$ cat config.mk
export PLATFORM = sky130hd
export DESIGN_NAME = imem_arb64
export DESIGN_NICKNAME = d
export VERILOG_FILES = /design/src/rtl/imem_arb64.sv
export SDC_FILE = /design/constraint.sdc
export NUM_CORES = 1
export LEC_CHECK = 0
export ABC_AREA = 1
export BUFFER_PORTS_ARGS = -buffer_cell sky130_fd_sc_hd__buf_4
export CAP_MARGIN = 10
export CELL_PAD_IN_SITES_DETAIL_PLACEMENT = 1
export CELL_PAD_IN_SITES_GLOBAL_PLACEMENT = 1
export CORE_AREA = 2 2 119 121
export DETAILED_ROUTE_END_ITERATION = 8
export DIE_AREA = 0 0 121 123
export PLACE_DENSITY = 0.73
export SLEW_MARGIN = 40
export SYNTH_ARGS = -nofsm -noshare
export SYNTH_HDL_FRONTEND = slang
export SYNTH_SLANG_ARGS = --single-unit
$ cat constraint.sdc
create_clock -name clk_i -period 1.5 [get_ports clk_i]
set_clock_uncertainty 0.15 [all_clocks]
set_input_delay 0.3 -clock clk_i [delete_from_list [all_inputs] [get_ports clk_i]]
set_output_delay 0.3 -clock clk_i [all_outputs]
set_load 0.1 [all_outputs]
$ cat src/rtl/imem_arb64.sv
// Two-master arbiter for the 64-bit instruction-memory port.
// Define IMEM_ARB_RR_EN for round-robin; default is fixed priority m0 > m1.
module imem_arb64 #(
  parameter int unsigned MaxOutstanding = 2
) (
  input  logic        clk_i,
  input  logic        rst_ni,
  input  logic        m0_req_i,
  input  logic [31:0] m0_addr_i,
  output logic        m0_gnt_o,
  output logic        m0_rvalid_o,
  output logic [63:0] m0_rdata_o,
  output logic        m0_err_o,
  input  logic        m1_req_i,
  input  logic [31:0] m1_addr_i,
  output logic        m1_gnt_o,
  output logic        m1_rvalid_o,
  output logic [63:0] m1_rdata_o,
  output logic        m1_err_o,
  output logic        instr_req_o,
  output logic [31:0] instr_addr_o,
  input  logic        instr_gnt_i,
  input  logic        instr_rvalid_i,
  input  logic [63:0] instr_rdata_i,
  input  logic        instr_err_i,
  output logic        busy_o,
  output logic        proto_err_o
);

  localparam int unsigned PtrW =
    (MaxOutstanding > 1) ? $clog2(MaxOutstanding) : 1;
  localparam int unsigned CntW = $clog2(MaxOutstanding + 1);
  localparam logic [PtrW-1:0] PtrLast = PtrW'(MaxOutstanding - 1);
  localparam logic [CntW-1:0] CntMax = CntW'(MaxOutstanding);

  logic            owner_q [MaxOutstanding];
  logic [PtrW-1:0] wptr_q, wptr_d;
  logic [PtrW-1:0] rptr_q, rptr_d;
  logic [CntW-1:0] cnt_q, cnt_d;
  logic            lock_q, lock_d;
  logic            sel_q, sel_d;
  logic            perr_q, perr_d;

  logic full, win, sel, push, pop, head;

  assign full = (cnt_q == CntMax);

`ifdef IMEM_ARB_RR_EN
  logic last_q, last_d;

  // Round-robin: on contention, favour the master not granted last.
  always_comb begin
    win = 1'b0;
    if (m0_req_i && m1_req_i) win = ~last_q;
    else if (m1_req_i)        win = 1'b1;
    last_d = last_q;
    if (push) last_d = sel;
  end

  // Round-robin history; m0 wins the first contention after reset.
  always_ff @(posedge clk_i or negedge rst_ni) begin
    if (!rst_ni) last_q <= 1'b1;
    else         last_q <= last_d;
  end
`else
  // Fixed priority: m0 always beats m1.
  always_comb begin
    win = 1'b0;
    if (!m0_req_i && m1_req_i) win = 1'b1;
  end
`endif

  assign sel  = lock_q ? sel_q : win;
  assign instr_req_o  = ~full & (lock_q | m0_req_i | m1_req_i);
  assign instr_addr_o = sel ? m1_addr_i : m0_addr_i;
  assign push = instr_req_o & instr_gnt_i;
  assign m0_gnt_o = push & ~sel;
  assign m1_gnt_o = push & sel;

  assign head = owner_q[rptr_q];
  assign pop  = instr_rvalid_i & (cnt_q != '0);

  assign m0_rvalid_o = pop & ~head;
  assign m1_rvalid_o = pop & head;
  assign m0_err_o    = pop & ~head & instr_err_i;
  assign m1_err_o    = pop & head & instr_err_i;
  assign m0_rdata_o  = instr_rdata_i;
  assign m1_rdata_o  = instr_rdata_i;

  assign busy_o      = instr_req_o | (cnt_q != '0);
  assign proto_err_o = perr_q;

  // Next-state for lock, owner pointers, count and sticky error.
  always_comb begin
    lock_d = instr_req_o & ~instr_gnt_i;
    sel_d  = sel;
    wptr_d = wptr_q;
    rptr_d = rptr_q;
    cnt_d  = cnt_q;
    perr_d = perr_q | (instr_rvalid_i & (cnt_q == '0));
    if (push) begin
      wptr_d = (wptr_q == PtrLast) ? '0 : wptr_q + PtrW'(1);
    end
    if (pop) begin
      rptr_d = (rptr_q == PtrLast) ? '0 : rptr_q + PtrW'(1);
    end
    unique case ({push, pop})
      2'b10:   cnt_d = cnt_q + CntW'(1);
      2'b01:   cnt_d = cnt_q - CntW'(1);
      default: cnt_d = cnt_q;
    endcase
  end

  // Control state registers.
  always_ff @(posedge clk_i or negedge rst_ni) begin
    if (!rst_ni) begin
      lock_q <= 1'b0;
      sel_q  <= 1'b0;
      wptr_q <= '0;
      rptr_q <= '0;
      cnt_q  <= '0;
      perr_q <= 1'b0;
    end else begin
      lock_q <= lock_d;
      sel_q  <= sel_d;
      wptr_q <= wptr_d;
      rptr_q <= rptr_d;
      cnt_q  <= cnt_d;
      perr_q <= perr_d;
    end
  end

  // Owner FIFO storage: records who issued each granted request.
  always_ff @(posedge clk_i or negedge rst_ni) begin
    if (!rst_ni) begin
      for (int i = 0; i < MaxOutstanding; i++) owner_q[i] <= 1'b0;
    end else if (push) begin
      owner_q[wptr_q] <= sel;
    end
  end

endmodule

# ---- After elaboration in Yosys (flattened, before gate mapping)
# Index checks and enable logic that the tools add are counted.
dict set report totals {
  ff_bits 9
  in_bits 135
  out_inout_bits 169
  word_cells 57
}
dict set report classes {
  addsub 4
  order_cmp 3
  eq_ne 3
  mux 12
  bitwise 21
  reduce_logical 6
}
# operator count
set ops {}
lappend ops {{32-bit 2-to-1 mux} 1}
lappend ops {{1-bit AND} 11}
lappend ops {{1-bit 2-to-1 mux} 8}
lappend ops {{2-bit equality test (second input constant)} 2}
lappend ops {{2-bit >= comparator (second input constant)} 2}
lappend ops {{1-bit NOT} 4}
lappend ops {{1-bit NOT with 2-bit output} 2}
lappend ops {{1-bit OR} 4}
lappend ops {{2-bit case mux with 2 select lines} 1}
lappend ops {{2-bit nonzero test} 2}
lappend ops {{1-bit adder (second input constant)} 2}
lappend ops {{2-bit by 1-bit adder with 2-bit output (second input constant)} 1}
lappend ops {{2-bit bitwise mux} 1}
lappend ops {{2-bit by 1-bit equality test with 1-bit output (second input constant)} 1}
lappend ops {{1-bit logical AND} 2}
lappend ops {{2-bit logical NOT} 1}
lappend ops {{2-bit by 1-bit < comparator with 1-bit output (second input constant)} 1}
lappend ops {{2-bit by 1-bit subtractor with 2-bit output (second input constant)} 1}
lappend ops {{1-bit demux with 1-bit select} 1}
lappend ops {{1-bit logical NOT} 1}

# ---- Logic depth before layout (Yosys ltp)
# Gate-level depths: netlist (run 1).
dict set report logic_depth {
  word_depth 7
  ltp_mapped 8
  depth_no_buf 8
}

# ---- Least setup slack after synthesis (run 1)
# Ideal clock, no wire load.
dict set report synth_timing {
  path_type {register -> output}
  start {reg cnt_q[0]}
  end {out m1_err_o}
  arrival_time_ns 2.731
  required_ns 1.050
  path_slack_ns -1.681
  stages_incl_launch_ff 5
  n_path_buf 0
  path_cell_list {dfrtp_1 -> inv_1 -> nand2_1 -> nand2_1 -> nor3_1}
}
dict set report synth_via {
  elab_chain_len 4
}
# item line
set synth_lines {}
lappend synth_lines {{from (decl)} 39} ;# logic [CntW-1:0] cnt_q, cnt_d;
lappend synth_lines {{from (signal assigned)} 128} ;# cnt_q <= cnt_d;
lappend synth_lines {{2-bit nonzero test} 81} ;# assign pop = instr_rvalid_i & (cnt_q != '0);
lappend synth_lines {{1-bit AND} 81}
lappend synth_lines {{1-bit AND (2 in series)} 86} ;# assign m1_err_o = pop & head & instr_err_i;
lappend synth_lines {{to (decl)} 19} ;# output logic m1_err_o,
# No other way between the ends.

# ---- Worst setup path after layout (run 1)
dict set report layout_timing {
  start {reg lock_q}
  end {out instr_addr_o[16]}
}
dict set report layout_via {
  elab_chain_len 2
}
# item line
set layout_lines {}
lappend layout_lines {{from (decl)} 40} ;# logic lock_q, lock_d;
lappend layout_lines {{from (signal assigned)} 124} ;# lock_q <= lock_d;
lappend layout_lines {{1-bit 2-to-1 mux} 73} ;# assign sel = lock_q ? sel_q : win;
lappend layout_lines {{32-bit 2-to-1 mux} 75} ;# assign instr_addr_o = sel ? m1_addr_i : m0_addr_i;
lappend layout_lines {{to (decl)} 21} ;# output logic [31:0] instr_addr_o,
# No other way between the ends.

==> summary.json, run 1 <==
{
  "outcome": {
    "run_status": "finished, violations left",
    "failed_checks": "setup timing"
  },
  "power": {
    "p_per_area_nw_per_um2": 1590,
    "p_sw_frac": 0.545,
    "power.total_mw": 6.63,
    "p_int_mw": 3.02,
    "share_seq_of_total_power": 0.063,
    "p_leak_nw": 1.79,
    "pwr-share-comb": 0.866,
    "p_clk_frac": 0.071,
    "switchingPower_mw": 3.61,
    "vdd.ir_drop.worst_mv": 1.21
  },
  "logic_synthesis": {
    "synth_top_area_frac": 0.507,
    "asyncSetResetFlopFracSynth": 1.00,
    "ys_dominant_reg_cell": "sky130_fd_sc_hd__dfrtp_1",
    "netlist_area_um2": 1900,
    "synth-warning-count": 0,
    "syn_inst": 289,
    "netlist_top_cells_count": "128 x sky130_fd_sc_hd__buf_4, 111 x sky130_fd_sc_hd__nand2_1, 10 x sky130_fd_sc_hd__inv_1",
    "synthMostInstantiatedCell": "sky130_fd_sc_hd__buf_4",
    "post-synth-top-area-cell": "sky130_fd_sc_hd__buf_4",
    "synth_cell_type_count": 21,
    "synth-edff-count": 0,
    "largest_cells_by_area_after_synthesis": "sky130_fd_sc_hd__buf_4 51%, sky130_fd_sc_hd__nand2_1 22%, sky130_fd_sc_hd__dfrtp_1 12%, sky130_fd_sc_hd__buf_6 3.6%, sky130_fd_sc_hd__inv_1 2.0%",
    "mean_syn_cell_area_um2": 6.56,
    "seq_area_frac_synth": 0.119,
    "syn-num-nets": 425,
    "synth-seq-cells": 9
  },
  "layout": {
    "layout-area-overhead-vs-synth_pct": 120,
    "diodes": 0,
    "final_layout_size_suffix_gt1_frac": 0.893,
    "nNetsFinal": 446
  },
  "timing": {
    "final.hold.worst_slack_ns": 0.140,
    "drv_slew": 0,
    "setup_slack_ns": -0.512,
    "rsz0062_at_grt": "yes",
    "timing.setup.tns_ns": -19.43,
    "post-route-min-period_ns": 2.01,
    "timing.final.crit_share": 1.34,
    "timing_worst_slew_pin_value_ns": 0.279,
    "setup_viol": 46,
    "max-slew-margin-rel": 0.816,
    "number_of_failing_hold_endpoints_at_the_final_stage": 0,
    "fmax_mhz": 497
  },
  "place": {
    "place_hpwl_um": 6030,
    "numPortBuffers": 111,
    "gp_routability_congestion": 0.667,
    "detailedPlace.worstSlack_ns": -0.360
  },
  "floorplan": {
    "initial_core_util": 0.139,
    "die_height_um": 123,
    "die_width_um": 121,
    "rows": 43,
    "fp.coreArea_um2": 13600,
    "io_pins": 304,
    "overall_die_area_um2": 14900
  },
  "setup_path": {
    "crit_type": "reg2out",
    "r2r_end": "cnt_q[1]",
    "cp.required_ns": 1.05,
    "worst_setup_path_start_kind": "flop",
    "r2r_start": "lock_q",
    "worstSetupEndpointType": "output port",
    "cp.arrival_ns": 1.56,
    "crit_path_max_fanout": 8,
    "reg2reg_setup_slack_ns": -0.43,
    "worstRegToRegCells": 10
  },
  "clock_network": {
    "cts_root_buf": "sky130_fd_sc_hd__clkbuf_16",
    "tritoncts_clock_tree": "done",
    "htree_levels": 1,
    "numClockSinks": 9,
    "cts-buffers-inserted": 3,
    "clock_tree.buffer_depth": 2,
    "worstSkewPairLatency_ns": 0.23,
    "clkSlewWorstSetupHoldPaths_ns": 0.04
  },
  "global_route": {
    "first_pass_grt_wire_length_um": 11300,
    "global_route.overflow_total": 0,
    "gr-usage-all-layers": 0.0990,
    "initial_antenna_violation_count": 0,
    "vias_in_the_first_global_route": 2095,
    "grt_start_max_net_pins": 16
  },
  "routing": {
    "antenna_left": 0,
    "dr_total_vias": 1748,
    "drt_first_iter_violations": 13,
    "detail_route.wl_per_cell_um": 15.5,
    "drt_wl_total_um": 7570,
    "drc_errors": 0,
    "dr.pass1.iters": 2,
    "vias_per_cell": 3.57
  },
  "min_path": {
    "holdPathEnd": "lock_q",
    "min_from": "instr_gnt_i",
    "min_delay_path_depth": 2,
    "worst_hold_path_type": "in2reg"
  },
  "run": {
    "max-cap-violations": 0
  }
}
cell type report:
type	count	area (um^2)
clock buffer	4	78.8
timing repair buffer	150	1770
tap	180	225
sequential	9	225
inverter	11	58.8
multi-input combinational	135	1820
fill	1461	9430
critical path, stage by stage (launching register included):
cell and delay, ns:
sky130_fd_sc_hd__dfrtp_1 0.41, sky130_fd_sc_hd__nor2_4 0.15, sky130_fd_sc_hd__nand2_4 0.08, sky130_fd_sc_hd__nand2_8 0.11, sky130_fd_sc_hd__inv_12 0.07, sky130_fd_sc_hd__buf_16 0.18, sky130_fd_sc_hd__nand2_8 0.08, sky130_fd_sc_hd__nand2_8 0.05
sky130_fd_sc_hd__buf_12 0.16
timing repair:
| action | 4_1_cts | 5_1_grt |
|---|---|---|
| setup endpoints to repair | 42 | 46 |
| hold endpoints to repair | 9 | 0 |
| buffers inserted | 7 | 6 |
| pin swaps | 9 | 7 |
| resized for setup | 137 | 12 |
| hold buffers | 1 | 0 |
worst max path at each step:
| stage | startpoint | end | slack (ns) |
|---|---|---|---|
| after floorplan | cnt_q[1] | m0_gnt_o | -0.72 |
| after global placement | lock_q | instr_addr_o[17] | -0.33 |
| after detailed placement | lock_q | instr_addr_o[3] | -0.36 |
| after CTS | lock_q | m1_gnt_o | -0.52 |
| after global routing | lock_q | instr_addr_o[3] | -0.57 |
| final | lock_q | instr_addr_o[16] | -0.51 |
placed cells by master, fill, tap and decap left out:
cell / count
sky130_fd_sc_hd__nand2_1: 8
sky130_fd_sc_hd__buf_16: 2
sky130_fd_sc_hd__buf_12: 46
sky130_fd_sc_hd__nand4_1: 4
sky130_fd_sc_hd__inv_4: 2
sky130_fd_sc_hd__clkbuf_1: 1
sky130_fd_sc_hd__a21o_1: 1
sky130_fd_sc_hd__nand2_4: 18
sky130_fd_sc_hd__nand2_2: 28
sky130_fd_sc_hd__buf_4: 95
sky130_fd_sc_hd__xnor2_1: 1
sky130_fd_sc_hd__dfrtp_1: 9
sky130_fd_sc_hd__clkbuf_16: 3
sky130_fd_sc_hd__a21oi_4: 1
sky130_fd_sc_hd__inv_1: 5
sky130_fd_sc_hd__a21oi_2: 1
sky130_fd_sc_hd__nor3_4: 2
sky130_fd_sc_hd__o21ai_1: 1
sky130_fd_sc_hd__xor2_1: 2
sky130_fd_sc_hd__inv_2: 3
sky130_fd_sc_hd__dlygate4sd3_1: 1
sky130_fd_sc_hd__inv_12: 1
sky130_fd_sc_hd__buf_6: 6
sky130_fd_sc_hd__ha_4: 1
sky130_fd_sc_hd__nand2_8: 60
sky130_fd_sc_hd__nor2_4: 5
sky130_fd_sc_hd__nor2_2: 2
power by group through the flow:
stage               registers, mW  logic [mW]  clock network [mW]
detailed placement          0.406        4.61                   0
global placement            0.400        4.54                   0
CTS                         0.405        5.59               0.477
floorplan                   0.402        5.11                   0
finish                      0.418        5.74               0.469
global route                0.431        6.00               0.483
registers in the layout (all words and copies together), names as in the netlist:
register / count
sel_q: 1
owner_q: 2
rptr_q: 1
wptr_q: 1
lock_q: 1
proto_err_o: 1
cnt_q: 2
per-layer routing:
layer / vias to the layer above / GRT usage / share of wire
li1: 784 / - / -
met1: 806 / 0.0889 / 0.27
met2: 117 / 0.202 / 0.59
met3: 41 / 0.0318 / 0.10
met4: 0 / 0.0392 / 0.037
met5: - / 0 / 0
metrics by stage:
stage                     cells  utilization  area, um^2
after floorplan             289            -        3090
after global placement      472        0.247        3360
after detailed placement    472        0.247        3360
after CTS                   484        0.301        4100
after global routing        489        0.307        4180
final                       489        0.307        4180
cell families after synthesis:
group / share of synthesized area
buffers and inverters: 0.566
AND/OR/NAND/NOR: 0.277
flip-flops: 0.119
AO/OA/AOI/OAI: 0.0178
XOR/XNOR: 0.0139
adder cells (fa/ha/maj): 0.00660
(Power assumes the default switching activity.)
==> inputs of run 2 (changes only) <==
==> constraint.sdc (replaced) <==
create_clock -name clk_i -period 1.5 [get_ports clk_i]
set_clock_uncertainty 0.15 [all_clocks]
set_input_delay 0.225 -clock clk_i [delete_from_list [all_inputs] [get_ports clk_i]]
set_output_delay 0.225 -clock clk_i [all_outputs]
set_load 0.1 [all_outputs]
==> summary.json, run 2 (synthesis gave the netlist of run 1 again) <==
{
  "global_route": {
    "global_route.overflow_total": 0,
    "first_pass_grt_wire_length_um": 9170,
    "vias_in_the_first_global_route": 1895,
    "initial_antenna_violation_count": 0,
    "gr-usage-all-layers": 0.0764,
    "grt_start_max_net_pins": 13
  },
  "clock_network": {
    "worstSkewPairLatency_ns": 0.23,
    "cts-buffers-inserted": 3,
    "tritoncts_clock_tree": "done",
    "numClockSinks": 9,
    "clkSlewWorstSetupHoldPaths_ns": 0.04,
    "cts_root_buf": "sky130_fd_sc_hd__clkbuf_16",
    "clock_tree.buffer_depth": 2,
    "htree_levels": 1
  },
  "floorplan": {
    "die_height_um": 123,
    "initial_core_util": 0.139,
    "rows": 43,
    "die_width_um": 121,
    "overall_die_area_um2": 14900,
    "fp.coreArea_um2": 13600,
    "io_pins": 304
  },
  "setup_path": {
    "worstRegToRegCells": 8,
    "r2r_start": "lock_q",
    "crit_type": "reg2out",
    "worstSetupEndpointType": "output port",
    "cp.required_ns": 1.12,
    "critical_path_cell_sequence": "nor2_4, nand2_4, nand2_8, inv_12, buf_16, nand2_8, nand2_8, buf_12",
    "crit_path_max_fanout": 7,
    "reg2reg_setup_slack_ns": -0.29,
    "worst_path_max_delay_cell": "sky130_fd_sc_hd__dfrtp_1",
    "crit_path_frequent_cell": "sky130_fd_sc_hd__nand2_8",
    "critical-path-max-stage-delay_ns": 0.41,
    "worst_setup_path_start_kind": "flop",
    "r2r_end": "cnt_q[1]",
    "cp.arrival_ns": 1.51
  },
  "timing": {
    "timing.final.crit_share": 1.26,
    "setup_slack_ns": -0.387,
    "drv_slew": 0,
    "post-route-min-period_ns": 1.89,
    "max-slew-margin-rel": 0.817,
    "fmax_mhz": 530,
    "rsz0062_at_grt": "yes",
    "timing_worst_slew_pin_value_ns": 0.277,
    "number_of_failing_hold_endpoints_at_the_final_stage": 0,
    "setup_viol": 42
  },
  "layout": {
    "layout-area-overhead-vs-synth_pct": 111,
    "multi_input_gate_area_in_the_final_layout_um2": 1740,
    "final_instance_area_um2": 4000,
    "diodes": 0,
    "seqCellArea_um2": 225,
    "final_layout_size_suffix_gt1_frac": 0.886,
    "nNetsFinal": 436,
    "registers_with_the_highest_flip_flop_counts": "cnt_q x2, owner_q x2",
    "leading_cell_types_in_the_layout_fill_and_taps_excluded": "88 x sky130_fd_sc_hd__buf_4, 51 x sky130_fd_sc_hd__nand2_8, 47 x sky130_fd_sc_hd__buf_12",
    "fillers": 1484,
    "final_common_cell": "sky130_fd_sc_hd__buf_4"
  },
  "routing": {
    "drt_first_iter_violations": 17,
    "vias_per_cell": 3.47,
    "dr.pass1.iters": 4,
    "detail_route.wl_per_cell_um": 12.4,
    "drc_errors": 0,
    "dr_total_vias": 1661,
    "drt_wl_total_um": 5940,
    "antenna_left": 0
  },
  "run": {
    "max-cap-violations": 0
  },
  "min_path": {
    "worst_hold_path_type": "in2reg",
    "min_from": "instr_gnt_i",
    "min_delay_path_depth": 2,
    "holdPathEnd": "lock_q"
  },
  "place": {
    "placed_cell_area_um2": 3250,
    "numPortBuffers": 111,
    "gp_routability_congestion": 0.662,
    "detailedPlace.worstSlack_ns": -0.320,
    "place_hpwl_um": 4690
  },
  "power": {
    "p_per_area_nw_per_um2": 1600,
    "p_leak_nw": 1.72,
    "vdd.ir_drop.worst_mv": 1.27
  },
  "outcome": {
    "failed_checks": "setup timing",
    "run_status": "finished, violations left"
  }
}
-- run 2: changes by cell type in the layout (fill, tap and decap cells not counted) --
cell,before,now
sky130_fd_sc_hd__buf_6,6,3
sky130_fd_sc_hd__inv_4,2,0
sky130_fd_sc_hd__buf_12,46,47
sky130_fd_sc_hd__nand2_1,8,10
sky130_fd_sc_hd__buf_4,95,88
sky130_fd_sc_hd__a21oi_2,1,0
sky130_fd_sc_hd__nand2_4,18,25
sky130_fd_sc_hd__a21oi_4,1,2
sky130_fd_sc_hd__o21ai_1,1,0
sky130_fd_sc_hd__o21ai_2,0,1
sky130_fd_sc_hd__nand2_8,60,51
sky130_fd_sc_hd__inv_2,3,5
sky130_fd_sc_hd__buf_16,2,1
-- run 2: worst max-delay path by stage --
stage / start / to / cells after the start
after CTS: lock_q / instr_addr_o[20] / 8
after floorplan: cnt_q[1] / m0_gnt_o / 5
after global routing: lock_q / instr_addr_o[25] / 8
after global placement: lock_q / cnt_q[1] / 8
after detailed placement: lock_q / cnt_q[1] / 8
final: lock_q / instr_addr_o[6] / 8
-- run 2: layer usage --
metal,share of wire,wire [um],track usage
met2,0.60,3570,0.158
met5,0,0,0
met1,0.29,1720,0.0710
met4,0.0054,32,0.0153
met3,0.10,612,0.0268
-- run 2: report_power, final --
part	total [mW]	switching [mW]	internal (mW)	leakage (nW)
clock network	0.465	0.111	0.355	0.0382
registers	0.410	0.0738	0.336	0.108
logic	5.50	3.32	2.18	1.58
total	6.38	3.50	2.87	1.72
-- run 2: layout make-up --
class | instances | share of cell area
multi-input cells | 135 | 0.436
repair buffers | 140 | 0.418
flip-flops and latches | 9 | 0.0563
well taps | 180 | 0.0563
clock buffers | 4 | 0.0197
inverters | 11 | 0.0135
-- run 2: per-stage QoR --
stage          instances  TNS, ns  hold WS (ns)  power (mW)  utilization
6_report             479   -14.23        0.0662        6.38        0.294
4_1_cts              479   -14.95        0.0796        6.34        0.292
3_3_place_gp         468    -7.45       -0.0947        4.78        0.239
2_1_floorplan        289    -6.78        -0.221        5.46            -
3_5_place_dp         468    -9.18       -0.0895        4.86        0.239
5_1_grt              479   -16.84        0.0687        6.63        0.294
-- run 2: critical path, delay by kind of cell (launching register included) --
kind | cells | cell delay [ns]
AND/OR/NAND/NOR | 5 | 0.47
flip-flops | 1 | 0.41
buffers and inverters | 3 | 0.39
-- run 2: what timing repair did --
action                                  in CTS  in global routing
endpoints found under the setup margin      42                 44
pin swaps                                   12                  6
hold endpoints to repair                     9                  0
buffers inserted                             6                  0
gates resized for setup                    144                  5
hold buffers                                 1                  0
==> inputs of run 3 (changes only) <==
--- a/config.mk
+++ b/config.mk
@@ -13,7 +13,8 @@
 export CORE_AREA = 2 2 119 121
 export DETAILED_ROUTE_END_ITERATION = 8
 export DIE_AREA = 0 0 121 123
-export PLACE_DENSITY = 0.73
+export HOLD_SLACK_MARGIN = 0.02
+export PLACE_DENSITY_LB_ADDON = 0.1
 export SLEW_MARGIN = 40
 export SYNTH_ARGS = -nofsm -noshare
 export SYNTH_HDL_FRONTEND = slang
==> constraint.sdc (replaced) <==
create_clock -name clk_i -period 1.5 [get_ports clk_i]
set_clock_uncertainty 0.15 [all_clocks]
set_input_delay 0.15 -clock clk_i [delete_from_list [all_inputs] [get_ports clk_i]]
set_output_delay 0.15 -clock clk_i [all_outputs]
set_load 0.1 [all_outputs]
==> summary.json, run 3 (synthesis gave the netlist of run 1 again) <==
{
  "power": {
    "p_clk_frac": 0.086,
    "pwr-share-comb": 0.842,
    "switchingPower_mw": 3.06,
    "share_seq_of_total_power": 0.072,
    "p_int_mw": 2.48,
    "power.total_mw": 5.53,
    "p_sw_frac": 0.552,
    "p_per_area_nw_per_um2": 1770,
    "p_leak_nw": 1.52,
    "vdd.ir_drop.worst_mv": 0.805
  },
  "setup_path": {
    "crit_path_max_fanout": 3,
    "cp.arrival_ns": 1.51,
    "crit_type": "reg2out",
    "crit_path_frequent_cell": "sky130_fd_sc_hd__nor2_4",
    "worst_path_max_delay_cell": "sky130_fd_sc_hd__dfrtp_1",
    "cp.required_ns": 1.20,
    "critical_path_cell_sequence": "nor2_4, buf_4, a21oi_4, nand2_4, buf_6, nor2_4, buf_12",
    "worstSetupEndpointType": "output port",
    "worst_setup_path_start_kind": "flop",
    "critical-path-max-stage-delay_ns": 0.38
  },
  "global_route": {
    "vias_in_the_first_global_route": 1748,
    "grt_start_max_net_pins": 34,
    "initial_antenna_violation_count": 0,
    "first_pass_grt_wire_length_um": 9180,
    "global_route.overflow_total": 0,
    "gr-usage-all-layers": 0.0785
  },
  "clock_network": {
    "htree_levels": 1,
    "tritoncts_clock_tree": "done",
    "clock_tree.buffer_depth": 2,
    "numClockSinks": 9,
    "cts-buffers-inserted": 3,
    "cts_root_buf": "sky130_fd_sc_hd__clkbuf_16",
    "worstSkewPairLatency_ns": 0.23,
    "clkSlewWorstSetupHoldPaths_ns": 0.04
  },
  "timing": {
    "setup_viol": 43,
    "max-slew-margin-rel": 0.815,
    "fmax_mhz": 554,
    "timing_worst_slew_pin_value_ns": 0.279,
    "drv_slew": 0,
    "timing.final.crit_share": 1.20,
    "number_of_failing_hold_endpoints_at_the_final_stage": 0,
    "rsz0062_at_grt": "yes",
    "post-route-min-period_ns": 1.81,
    "setup_slack_ns": -0.306
  },
  "place": {
    "numPortBuffers": 111,
    "placed_cells": 461,
    "gp_routability_congestion": 0.624,
    "place_hpwl_um": 4610
  },
  "floorplan": {
    "fp.coreArea_um2": 13600,
    "io_pins": 304,
    "initial_core_util": 0.139,
    "die_width_um": 121,
    "overall_die_area_um2": 14900,
    "rows": 43,
    "die_height_um": 123
  },
  "layout": {
    "diodes": 0,
    "final_common_cell": "sky130_fd_sc_hd__buf_4",
    "layout-area-overhead-vs-synth_pct": 65.1,
    "stdcell_count": 475,
    "final_layout_size_suffix_gt1_frac": 0.668,
    "nNetsFinal": 432,
    "leading_cell_types_in_the_layout_fill_and_taps_excluded": "85 x sky130_fd_sc_hd__buf_4, 69 x sky130_fd_sc_hd__nand2_1, 43 x sky130_fd_sc_hd__buf_12",
    "registers_with_the_highest_flip_flop_counts": "cnt_q x2, owner_q x2"
  },
  "min_path": {
    "worst_hold_path_type": "in2reg"
  },
  "routing": {
    "vias_per_cell": 3.39,
    "antenna_left": 0,
    "dr_total_vias": 1612,
    "drc_errors": 0,
    "drt_first_iter_violations": 19,
    "dr.pass1.iters": 4,
    "drt_wl_total_um": 6160,
    "detail_route.wl_per_cell_um": 13.0
  },
  "outcome": {
    "run_status": "finished, violations left",
    "failed_checks": "setup timing"
  },
  "run": {
    "max-cap-violations": 0
  }
}
## run 3: metal layers
layer,global-route usage,vias to the layer above,wire length (um)
met5,0,-,0
met4,0.0298,0,157
met3,0.0281,30,697
met2,0.137,106,3110
met1,0.0875,723,2200
li1,-,753,-
## run 3: power groups by stage
stage          logic (mW)  clock network [mW]  registers (mW)
2_1_floorplan        4.35                   0           0.403
3_3_place_gp         3.64                   0           0.404
3_5_place_dp         3.65                   0           0.404
4_1_cts              4.57               0.493           0.401
5_1_grt              4.90               0.507           0.409
6_report             4.66               0.477           0.398
## run 3: stage by stage
step                 util  hold WS, ns  setup TNS [ns]  area (um^2)  setup slack (ns)
global placement    0.175       -0.156          -10.08         2380            -0.311
finish              0.230       0.0954           -9.72         3130            -0.306
global route        0.230        0.118          -14.02         3130            -0.392
CTS                 0.227       0.0919          -10.97         3080            -0.328
detailed placement  0.175       -0.154          -10.16         2380            -0.319
floorplan               -       -0.296           -3.61         2210            -0.616
## run 3: repair_timing
item | 4_1_cts | 5_1_grt
hold endpoints to repair | 11 | 0
hold buffers | 3 | 0
gates resized for setup | 138 | 3
setup buffers | 3 | 3
cloned | 1 | 0
endpoints found under the setup margin | 42 | 43
pin swaps | 5 | 1
## run 3: worst paths after layout
path                       slack, ns  depth (start not counted)          end        start
max in group asynchronous       0.92                          2       wptr_q       rst_ni
min                              0.1                          3   owner_q[0]  instr_gnt_i
max reg2reg                    -0.16                          8     cnt_q[1]       lock_q
min in group asynchronous       0.13                          2  proto_err_o       rst_ni
min reg2reg                     0.31                          1  proto_err_o  proto_err_o
max                            -0.31                          7     m0_gnt_o       lock_q
## run 3: layout make-up
type / count / area (um^2)
Clock buffer: 4 / 78.8
Fill cell: 1580 / 10500
Inverter: 11 / 53.8
Multi-Input combinational cell: 135 / 942
Sequential cell: 9 / 225
Tap cell: 180 / 225
Timing Repair Buffer: 136 / 1610
## run 3: critical path: cells and delay by family, from the launching register on
| kind | cells | cell delay [ns] |
|---|---|---|
| buffers and inverters | 3 | 0.45 |
| DFF | 1 | 0.38 |
| and+or+nand+nor | 3 | 0.26 |
| AOI/OAI and AO/OA | 1 | 0.17 |
